File: src/rtl/hs_port_arbiter.sv
// Arbitrates the high-score RAM port between the CPU and queued bridge accesses.
// Optional HS_HALT_LOCK_EN adds halt_lock for exclusive bridge access.
module hs_port_arbiter #(
  parameter int QDEPTH         = 4,
  parameter int MAX_CPU_STREAK = 8
) (
  input  logic                      jb_core_clk,
  input  logic                      reset_n,
  input  logic                      cpu_req,
  input  logic                      cpu_we,
  input  logic [11:0]               cpu_addr,
  input  logic [7:0]                cpu_wdata,
  output logic                      cpu_ready,
  output logic [7:0]                cpu_rdata,
  output logic                      cpu_rvalid,
  input  logic                      hs_valid,
  input  logic                      hs_we,
  input  logic [11:0]               hs_addr,
  input  logic [7:0]                hs_wdata,
`ifdef HS_HALT_LOCK_EN
  input  logic                      halt_lock,
`endif
  output logic [7:0]                hs_rdata,
  output logic                      hs_rvalid,
  output logic                      hs_overflow,
  output logic [$clog2(QDEPTH):0]   hs_level,
  output logic [11:0]               ram_addr,
  output logic                      ram_we,
  output logic [7:0]                ram_wdata,
  input  logic [7:0]                ram_rdata
);

  localparam int AW = $clog2(QDEPTH);
  localparam int SW = $clog2(MAX_CPU_STREAK + 1);

  typedef enum logic {OWN_CPU = 1'b0, OWN_HS = 1'b1} owner_e;

  logic [11:0]   r_q_addr  [QDEPTH];
  logic [7:0]    r_q_wdata [QDEPTH];
  logic          r_q_we    [QDEPTH];
  logic [AW-1:0] r_wr_ptr;
  logic [AW-1:0] r_rd_ptr;
  logic [AW:0]   r_count;
  logic [SW-1:0] r_streak;
  logic          r_overflow;
  logic [11:0]   r_last_addr;
  logic [7:0]    r_last_wdata;
  logic          r_rd_valid;
  owner_e        r_rd_owner;
  logic [7:0]    r_hs_rdata;

  logic          w_empty;
  logic          w_full;
  logic          w_lock;
  logic          w_grant_cpu;
  logic          w_grant_hs;
  logic          w_push_ok;
  logic          w_drop;
  logic          w_cpu_ret;
  logic          w_hs_ret;
  logic [11:0]   w_head_addr;
  logic [7:0]    w_head_wdata;
  logic          w_head_we;

`ifdef HS_HALT_LOCK_EN
  assign w_lock = halt_lock;
`else
  assign w_lock = 1'b0;
`endif

  assign w_empty      = (r_count == '0);
  assign w_full       = (r_count == (AW+1)'(QDEPTH));
  assign w_head_addr  = r_q_addr[r_rd_ptr];
  assign w_head_wdata = r_q_wdata[r_rd_ptr];
  assign w_head_we    = r_q_we[r_rd_ptr];

  always_comb begin
    w_grant_cpu = 1'b0;
    w_grant_hs  = 1'b0;
    if (reset_n) begin
      if (w_lock)                                  w_grant_hs  = !w_empty;
      else if (w_empty)                            w_grant_cpu = cpu_req;
      else if (!cpu_req)                           w_grant_hs  = 1'b1;
      else if (r_streak == SW'(MAX_CPU_STREAK))    w_grant_hs  = 1'b1;
      else                                         w_grant_cpu = 1'b1;
    end
  end

  // A push into a full queue survives only when the head leaves this cycle.
  assign w_push_ok = hs_valid && (!w_full || w_grant_hs);
  assign w_drop    = hs_valid &&  w_full && !w_grant_hs;

  always_comb begin
    ram_addr  = r_last_addr;
    ram_wdata = r_last_wdata;
    ram_we    = 1'b0;
    if (w_grant_cpu) begin
      ram_addr  = cpu_addr;
      ram_wdata = cpu_wdata;
      ram_we    = cpu_we;
    end else if (w_grant_hs) begin
      ram_addr  = w_head_addr;
      ram_wdata = w_head_wdata;
      ram_we    = w_head_we;
    end
  end

  always_ff @(posedge jb_core_clk) begin
    if (w_push_ok) begin
      r_q_addr[r_wr_ptr]  <= hs_addr;
      r_q_wdata[r_wr_ptr] <= hs_wdata;
      r_q_we[r_wr_ptr]    <= hs_we;
    end
  end

  always_ff @(posedge jb_core_clk) begin
    if (!reset_n) begin
      r_wr_ptr     <= '0;
      r_rd_ptr     <= '0;
      r_count      <= '0;
      r_streak     <= '0;
      r_overflow   <= 1'b0;
      r_last_addr  <= '0;
      r_last_wdata <= '0;
      r_rd_valid   <= 1'b0;
      r_rd_owner   <= OWN_CPU;
      r_hs_rdata   <= '0;
    end else begin
      if (w_push_ok)  r_wr_ptr <= r_wr_ptr + 1'b1;
      if (w_grant_hs) r_rd_ptr <= r_rd_ptr + 1'b1;
      case ({w_push_ok, w_grant_hs})
        2'b10:   r_count <= r_count + 1'b1;
        2'b01:   r_count <= r_count - 1'b1;
        default: r_count <= r_count;
      endcase
      r_overflow <= r_overflow | w_drop;
      if (w_empty || w_grant_hs)
        r_streak <= '0;
      else if (w_grant_cpu && (r_streak != SW'(MAX_CPU_STREAK)))
        r_streak <= r_streak + 1'b1;
      if (w_grant_cpu || w_grant_hs) begin
        r_last_addr  <= ram_addr;
        r_last_wdata <= ram_wdata;
      end
      r_rd_valid <= (w_grant_cpu && !cpu_we) || (w_grant_hs && !w_head_we);
      r_rd_owner <= w_grant_hs ? OWN_HS : OWN_CPU;
      if (w_hs_ret) r_hs_rdata <= ram_rdata;
    end
  end

  // Return steering is gated by reset_n so a read killed by reset never reports.
  assign w_cpu_ret = reset_n && r_rd_valid && (r_rd_owner == OWN_CPU);
  assign w_hs_ret  = reset_n && r_rd_valid && (r_rd_owner == OWN_HS);

  assign cpu_ready   = w_grant_cpu;
  assign cpu_rvalid  = w_cpu_ret;
  assign cpu_rdata   = w_cpu_ret ? ram_rdata : '0;
  assign hs_rvalid   = w_hs_ret;
  assign hs_rdata    = !reset_n ? '0 : (w_hs_ret ? ram_rdata : r_hs_rdata);
  assign hs_overflow = r_overflow;
  assign hs_level    = r_count;

endmodule

File: config.mk
export PLATFORM = sky130hd
export DESIGN_NAME = hs_port_arbiter
export DESIGN_NICKNAME = d
export VERILOG_FILES = /design/src/rtl/hs_port_arbiter.sv
export SDC_FILE = /design/constraint.sdc
export NUM_CORES = 1
export LEC_CHECK = 0
export ABC_AREA = 0
export ABC_CLOCK_PERIOD_IN_PS = 4000
export CAP_MARGIN = 15
export CORE_MARGIN = 1
export CORE_UTILIZATION = 42
export DETAILED_ROUTE_END_ITERATION = 6
export HOLD_SLACK_MARGIN = 0.05
export PLACE_DENSITY_LB_ADDON = 0.05
export SYNTH_ARGS = -nofsm -noshare
export SYNTH_HDL_FRONTEND = slang
export SYNTH_SLANG_ARGS = --single-unit
export TNS_END_PERCENT = 50
File: constraint.sdc
create_clock -name jb_core_clk -period 4 [get_ports jb_core_clk]
set_input_delay 0.8 -clock jb_core_clk [delete_from_list [all_inputs] [get_ports jb_core_clk]]
set_output_delay 0.8 -clock jb_core_clk [all_outputs]
set_load 0.02 [all_outputs]
Word level (Yosys, flattened, before mapping):

Memories as Yosys holds them, arrays and structs flattened. A register that Yosys moved wholly into a read port is not among the register bits.
Index checks and enable logic that the tools add are counted.
Widths: inputs -> output; s select.

* RAM bits: 84
* register bits: 42
* bits of input ports: 54
* output and inout port bits: 44
* word-level logic and storage cells: 73
* memories kept: 3

* mux-type cells: 27
* equality and inequality tests: 5
* $add $sub $neg: 5
* reduce and logical (&&, ||, !) cells: 20
* bitwise gates (word level): 3

Memories
* r_q_addr: words 4, bits a word 12, read ports 1, clocked after memory_dff 1, write ports 1, line 38 `logic [11:0] r_q_addr [QDEPTH];`
* r_q_wdata: words 4, bits a word 8, read ports 1, clocked after memory_dff 1, write ports 1, line 39 `logic [7:0] r_q_wdata [QDEPTH];`
* r_q_we: words 4, bits a word 1, read ports 1, clocked after memory_dff 1, write ports 1, line 40 `logic r_q_we [QDEPTH];`

Operators by type and width (number)
* $mux 8: 5
* $mux 12: 2
* $mux 1: 13
* $mux 2: 6
* $logic_and 1x1->1: 9
* $pmux 3 s2: 1
* $add 2x1->2 const B: 2
* $add 4x1->4 const B: 1
* $eq 4x4->1 const B: 1
* $logic_not 1->1: 4
* $logic_or 1x1->1: 4
* $ne 4x4->1 const B: 1
* $add 3x1->3 const B: 1
* $eq 3x3->1 const B: 1
* $logic_not 3->1: 1
* $sub 3x1->3 const B: 1
* $eq 2x1->1 const B: 1
* $eq 2x2->1 const B: 1
* $not 1->1: 2
* $reduce_bool 2->1: 1
* $reduce_or 2->1: 1
* $or 1x1->1: 1

Depth between registers and ports, before layout:

Gate-level depths: netlist of run 1.

* depth after elaboration: 9
* gate-level depth with buffers: 11
* depth with buffers taken out: 10

Least setup slack after synthesis of run 1:

OpenSTA, ideal clock, no wires.

* path kind: input to output
* from: in reset_n
* to: out hs_rdata[6]
* data arrival time: 1.990 ns
* slack: 1.210 ns
* buffers on the path: 3
* data required time: 3.200 ns
* stages: 5
* path through: buf_2 and3_1 clkbuf_1 buf_2 o21ai_0

* cells in the longest elaborated chain, start to end: 4

RTL lines
* start: declaration: line 8 `input logic reset_n,`
* $logic_and 1x1->1 (2 in series): line 153 `assign w_hs_ret = reset_n && r_rd_valid && (r_rd_owner == OWN_HS);`
* via hs_rvalid: line 24 `output logic hs_rvalid,`
* $mux 8 (2 in series)
* end: declaration: line 23 `output logic [7:0] hs_rdata,`

The timed path passes the listed nets, and every way through them passes these cells.

Worst setup path in the final report of run 1:

* from: in cpu_req
* to: out ram_addr[6]

* cells in the longest elaborated chain, start to end: 5
* elaborated cells between the ends (all ways): 8
* classes of those cells: mux (8)

RTL lines
* start: declaration: line 9 `input logic cpu_req,`
* $mux 1: line 83 `else if (!cpu_req) w_grant_hs = 1'b1;`
* $mux 1: line 82 `else if (w_empty) w_grant_cpu = cpu_req;`
* $mux 1: line 80 `if (reset_n) begin`
* $mux 12: line 101 `end else if (w_grant_hs) begin`
* $mux 12 (*): line 97 `if (w_grant_cpu) begin`
* end: declaration: line 27 `output logic [11:0] ram_addr,`

Every way passes the cells marked *; elsewhere a longest branch is shown, timed or not.

==> summary.md, run 1 <==
| Metric | Value |
|---|---|
| Status | finished clean |
| Remaining antenna violation count | 0 |
| Critical path's slowest cell | clkdlybuf4s50_1 |
| Post-Layout Cell Count | 633 |
| # rows | 40 |
| Detail Placement HPWL | 7.11 mm |
| Clock sink count | 128 |
| Post-route cell area | 6930 µm² |
| Via density per instance | 5.03 |
| GP Congestion | 0.732 |
| Fillers | 977 |
| Remaining Overflow, GRT | 0 |
| Cell mode on critical path | clkdlybuf4s50_1 |
| Place WS | 0.292 ns |
| Worst-Margin Slew | 0.576 ns |
| Vias in the first global route | 3,184 |
| Peak VDD IR | 0.313 mV |
| Per-cell routed wire length | 17.1 µm |
| Mapped Avg Cell Area | 15.2 µm² |
| Io pins | 98 |
| Crit start category | input pin |
| Synthesis-to-layout area growth | 33.0% |
| Pins Over Slew Limit | 0 |
| Via count | 3,181 |
| Initial Util | 0.432 |
| CP Depth | 6 |
| Placed Area | 6390 µm² |
| CTS hold repair buffers | 0 |
| Required time of the critical path | 3.20 ns |
| DRT Wirelength | 10.8 mm |
| Final-stage net count | 513 |
| Pin count of the biggest net entering global routing | 27 |
| Crit path cell chain | clkdlybuf4s50_1 -> o41a_1 -> buf_4 -> and2b_1 -> a221o_1 -> clkdlybuf4s50_1 |
| Crit path time final | 3.72 ns |
| Hold slack final | 0.468 ns |
| Port Buffers | 97 |
| GRT Total Usage | 0.183 |
| # setup viols final | 0 |
| Setup Total Neg Slack | 0 ns |
| Mapped Cells | 342 |
| Asr flop ratio synth | 0 |
| Post-cts repair resize count | 0 |
| CTS tree | yes |
| Initial antenna violation count | 0 |
| CTS H-tree depth | 4 |
| Syn. warnings | 0 |
| Library cells used by synthesis | 42 |
| PD cells | 561 nW/µm² |
| 1st-pass router iterations | 4 |
| First-pass GRT wire length | 17.3 mm |
| R2R cell count | 11 |
| Hold depth | 1 |
| Max incr delay on CP | 0.64 ns |
| Share of cells above drive strength 1 | 0.159 |
| Die height | 113 µm |
| Synthesized Nets | 403 |
| Slew headroom | 0.615 |
| Crit Path Category | input pin to output pin |
| # diodes | 0 |
| Crit path max-delay family | buffers and inverters |
| Post-Syn Area | 5210 µm² |
| DR DRC count | 0 |
| Root buffer cell | clkbuf_16 |
| CTS max path bufs | 2 |
| Final period utilization | 0.931 |
| CP Max Fanout | 20 |
| Unrepaired setup endpoints after global routing | false |
| Leak pwr | 2.44 nW |
| Final WS setup | 0.277 ns |
| Post-route clock skew | 0.00650 ns |
| Final Hold Vio Count | 0 |
| Core ar. | 12,100 µm² |
| WP data arrival | 2.92 ns |
| Latest clock arrival within the worst-skew pair | 0.40 ns |
| Worst hold-check path type | flip-flop to flip-flop |
| Die width | 113 µm |
| #FFs+latches synth | 128 |
| Clock Pin Slew Worst Setup and Hold Paths | 0.05 ns |
| Top FF cell, synth | edfxtp_1 |
| Critical Path Sink Type | output pin |
| Multi-input combinational cell area | 1630 µm² |
| Register area | 3400 µm² |
| TritonCTS buffer count | 17 |
| Iter 0 DRT Violations | 213 |
| Max Cap Violations | 0 |
| Post-CTS Setup Bufs | 0 |
| Cells after DPL | 601 |
| Peak Freq | 269 MHz |
| Post-synthesis sequential area ratio | 0.653 |
| DIE AREA | 12,900 µm² |
| Worst Path Buf+Inv | 3 |
| EDFF count, synth | 84 |
==> metrics by stage <==
step / utilization / total power (W)
global route: 0.575 / 0.00408
finish: 0.575 / 0.00389
detailed placement: 0.530 / 0.00253
CTS: 0.575 / 0.00394
global placement: 0.530 / 0.00252
floorplan: - / 0.00220
==> kinds of logic (layout without fill, tap and decap cells) <==
group / count (synthesis) / after routing / share of synthesized area
AO/OA/AOI/OAI: 44 / 44 / 0.0754
AND/OR/NAND/NOR: 103 / 103 / 0.114
multiplexers: 24 / 24 / 0.0965
XOR/XNOR: 5 / 5 / 0.00840
adder cells (fa/ha/maj): 7 / 7 / 0.0182
flip-flops: 128 / 128 / 0.653
buffers and inverters: 31 / 154 / 0.0350
==> state kept, by name (all words and copies together), names as in the netlist, named ones only <==
| register | cells |
|---|---|
| r_q_addr | 48 |
| r_q_wdata | 32 |
| r_last_addr | 12 |
| r_hs_rdata | 8 |
| r_last_wdata | 8 |
| r_q_we | 4 |
| r_streak | 4 |
| hs_level | 3 |
| r_rd_ptr | 2 |
| r_wr_ptr | 2 |
| hs_overflow | 1 |
| r_rd_owner | 1 |
| r_rd_valid | 1 |
==> final timing paths <==
check        slack [ns]          end         from
max                0.28  ram_addr[6]      cpu_req
min                0.47    flip-flop  r_rd_ptr[1]
max reg2reg        1.56  hs_level[2]  r_streak[0]
min reg2reg        0.47    flip-flop  r_rd_ptr[1]
==> cells in the mapped netlist (6+ instances only) <==
cell type  instances  area, µm²
nand2_1           26       97.6
edfxtp_1          84       2520
inv_1              9       33.8
o21ai_0            8       40.0
nor2b_1           12       75.1
and2b_1            9       67.6
a221o_1           20        200
dfxtp_1           44        881
nor2_1            10       37.5
buf_6              8       90.1
mux4_2            21        473
clkbuf_1           9       33.8
ha_1               6       75.1
and2_1            33        206
==> layout by cell type, fill, tap and decap left out, types with 2 or more instances in the layout <==
master           synthesis  layout
inv_1                    9       9
nand2b_1                 2       2
clkbuf_1                 9       6
clkbuf_16                0      17
buf_12                   0       2
xnor2_1                  4       4
ha_1                     6       6
nand2_1                 26      26
mux2i_1                  3       3
buf_4                    0      14
and2_2                   2       2
clkbuf_8                 0       2
a221o_1                 20      20
nand3_1                  2       2
clkdlybuf4s50_1          0      97
and2_1                  33      33
o32ai_1                  2       2
and2b_1                  9       9
nor2_1                  10      10
nor2b_1                 12      12
and3_1                   2       2
mux4_2                  21      21
clkinv_2                 0       4
o21ai_0                  8       8
dfxtp_1                 44      43
o211ai_1                 2       2
edfxtp_1                84      84
==> layout make-up <==
type,count,area share
flip-flops and latches,128,0.491
multi-input cells,183,0.235
repair buffers,113,0.161
clock buffers,25,0.0686
well taps,168,0.0303
clock inverters,7,0.00956
inverters,9,0.00487
==> power breakdown <==
part | switching [W] | internal [W] | total (W)
Sequential | 0.0000826 | 0.00156 | 0.00164
Combinational | 0.000421 | 0.000439 | 0.000860
Clock | 0.000512 | 0.000883 | 0.00139
Total | 0.00102 | 0.00288 | 0.00389
==> routing by layer <==
layer  wire length [µm]  global-route usage
met4                 82              0.0553
met5                  0                   0
met1               5110               0.240
met2               5190               0.291
met3                453              0.0627
No activity file was read; power rests on OpenSTA's default activity.
==> run 2, diff against run 1 <==
CELL_PAD_IN_SITES_DETAIL_PLACEMENT = 0   (was default)
CELL_PAD_IN_SITES_GLOBAL_PLACEMENT = 1   (was default)
==> summary.md, run 2 (synthesis gave the netlist of run 1 again) <==
| Metric | Value |
|---|---|
| # rows | 40 |
| Peak VDD IR | 0.402 mV |
| Hold depth | 1 |
| 1st-pass router iterations | 4 |
| R2R cell count | 11 |
| Io pins | 98 |
| Vias in the first global route | 3,258 |
| Most common cell after layout, fill and taps aside | clkdlybuf4s50_1 |
| Unrepaired setup endpoints after global routing | false |
| Status | finished clean |
| Detail Placement HPWL | 7.05 mm |
| Crit start category | input pin |
| CTS tree | yes |
| Hold slack final | 0.472 ns |
| Seq pwr share | 0.399 |
| Sw frac | 0.253 |
| Crit Path Category | input pin to output pin |
| Final period utilization | 0.911 |
| # setup viols final | 0 |
| Worst reg2reg startpoint | r_streak[0] |
| Initial antenna violation count | 0 |
| DR DRC count | 0 |
| Via density per instance | 4.95 |
| Worst hold-check path type | flip-flop to flip-flop |
| Clock Pin Slew Worst Setup and Hold Paths | 0.05 ns |
| DRT Wirelength | 10.8 mm |
| Commonest cells after routing, fill and taps aside | clkdlybuf4s50_1, edfxtp_1, dfxtp_1, and2_1, nand2_1 |
| GRT Total Usage | 0.184 |
| Latest clock arrival within the worst-skew pair | 0.41 ns |
| Synthesis-to-layout area growth | 35.2% |
| Die width | 113 µm |
| Root buffer cell | clkbuf_16 |
| Combinational power share | 0.207 |
| Most flops, register | r_q_addr |
| HP Start | r_streak[0] |
| Fillers | 985 |
| Largest regs | r_q_addr (48), r_q_wdata (32), r_last_addr (12) |
| Final-stage net count | 518 |
| Required time of the critical path | 3.20 ns |
| Core ar. | 12,100 µm² |
| Crit path time final | 3.64 ns |
| Die height | 113 µm |
| Per-cell routed wire length | 16.9 µm |
| TritonCTS buffer count | 17 |
| Pins Over Slew Limit | 0 |
| Peak Freq | 275 MHz |
| Reg2Reg Capture Point | hs_level[2] |
| Slew headroom | 0.611 |
| Psw | 0.00104 W |
| Remaining Overflow, GRT | 0 |
| Max Cap Violations | 0 |
| Leak pwr | 2.50 nW |
| Remaining antenna violation count | 0 |
| Share of cells above drive strength 1 | 0.172 |
| Critical Path Sink Type | output pin |
| DIE AREA | 12,900 µm² |
| Internal Pwr Total | 0.00308 W |
| Via count | 3,157 |
| GP Congestion | 0.798 |
| Post-cts repair resize count | 0 |
| PD cells | 585 nW/µm² |
| Worst-Margin Slew | 0.584 ns |
| Worst Hold End | r_streak[0] |
| Post-route clock skew | 0.00560 ns |
| Initial Util | 0.432 |
| CTS H-tree depth | 4 |
| Iter 0 DRT Violations | 182 |
| Setup Total Neg Slack | 0 ns |
| WP data arrival | 2.84 ns |
| Post-CTS Setup Bufs | 0 |
| First-pass GRT wire length | 17.1 mm |
| Max reg flops | 48 |
| Clock Power Share | 0.394 |
| Clock sink count | 128 |
| Port Buffers | 97 |
| CTS hold repair buffers | 0 |
| CTS max path bufs | 2 |
| CP Max Fanout | 11 |
| Pin count of the biggest net entering global routing | 24 |
| Flop2flop setup slack | 1.56 ns |
| Final Hold Vio Count | 0 |
| # diodes | 0 |
[run 2: worst max path at each step]
stage | startpoint | endpoint | slack, ns | cells after the start
2_1_floorplan | reset_n | hs_rdata[6] | 1.21 | 5
3_5_place_dp | reset_n | ram_addr[7] | 0.36 | 6
5_1_grt | reset_n | hs_rdata[3] | 0.23 | 5
4_1_cts | reset_n | ram_addr[7] | 0.33 | 6
3_3_place_gp | reset_n | ram_addr[7] | 0.33 | 6
6_report | reset_n | ram_addr[7] | 0.36 | 6
[run 2: power by group through the flow]
stage               sequential [W]  clock, W  combinational [W]
floorplan                  0.00163         0           0.000572
global placement           0.00167         0           0.000854
detailed placement         0.00167         0           0.000855
CTS                        0.00165   0.00166           0.000861
global route               0.00166   0.00174           0.000918
finish                     0.00165   0.00163           0.000851
[run 2: metrics by stage]
| stage | total power, W | cells | area [µm²] | utilization | worst slack (ns) |
|---|---|---|---|---|---|
| 3_5_place_dp | 0.00253 | 606 | 6400 | 0.531 | 0.359 |
| 2_1_floorplan | 0.00220 | 342 | 5210 | - | 1.21 |
| 5_1_grt | 0.00432 | 638 | 7050 | 0.584 | 0.234 |
| 3_3_place_gp | 0.00252 | 606 | 6400 | 0.531 | 0.334 |
| 6_report | 0.00412 | 638 | 7050 | 0.584 | 0.358 |
| 4_1_cts | 0.00417 | 638 | 7050 | 0.584 | 0.333 |
[run 2: layout make-up]
cell class,count,area (µm²),share of cell area
clock buffers,27,557,0.0790
multi-input cells,183,1630,0.231
flip-flops and latches,128,3400,0.483
inverters,9,33.8,0.00479
well taps,168,210,0.0298
clock inverters,5,85.1,0.0121
repair buffers,118,1130,0.160
[run 2: critical path: stages]
cell             delay (ns)
clkdlybuf4s50_1        0.59
o41a_1                 0.21
buf_4                  0.20
and2b_1                0.20
a221o_1                0.28
clkdlybuf4s50_1        0.55
[run 2: metal layers]
layer	global-route usage	wire, µm
met5	0	0
met4	0.0693	141
met3	0.0728	572
met2	0.294	5200
met1	0.228	4830
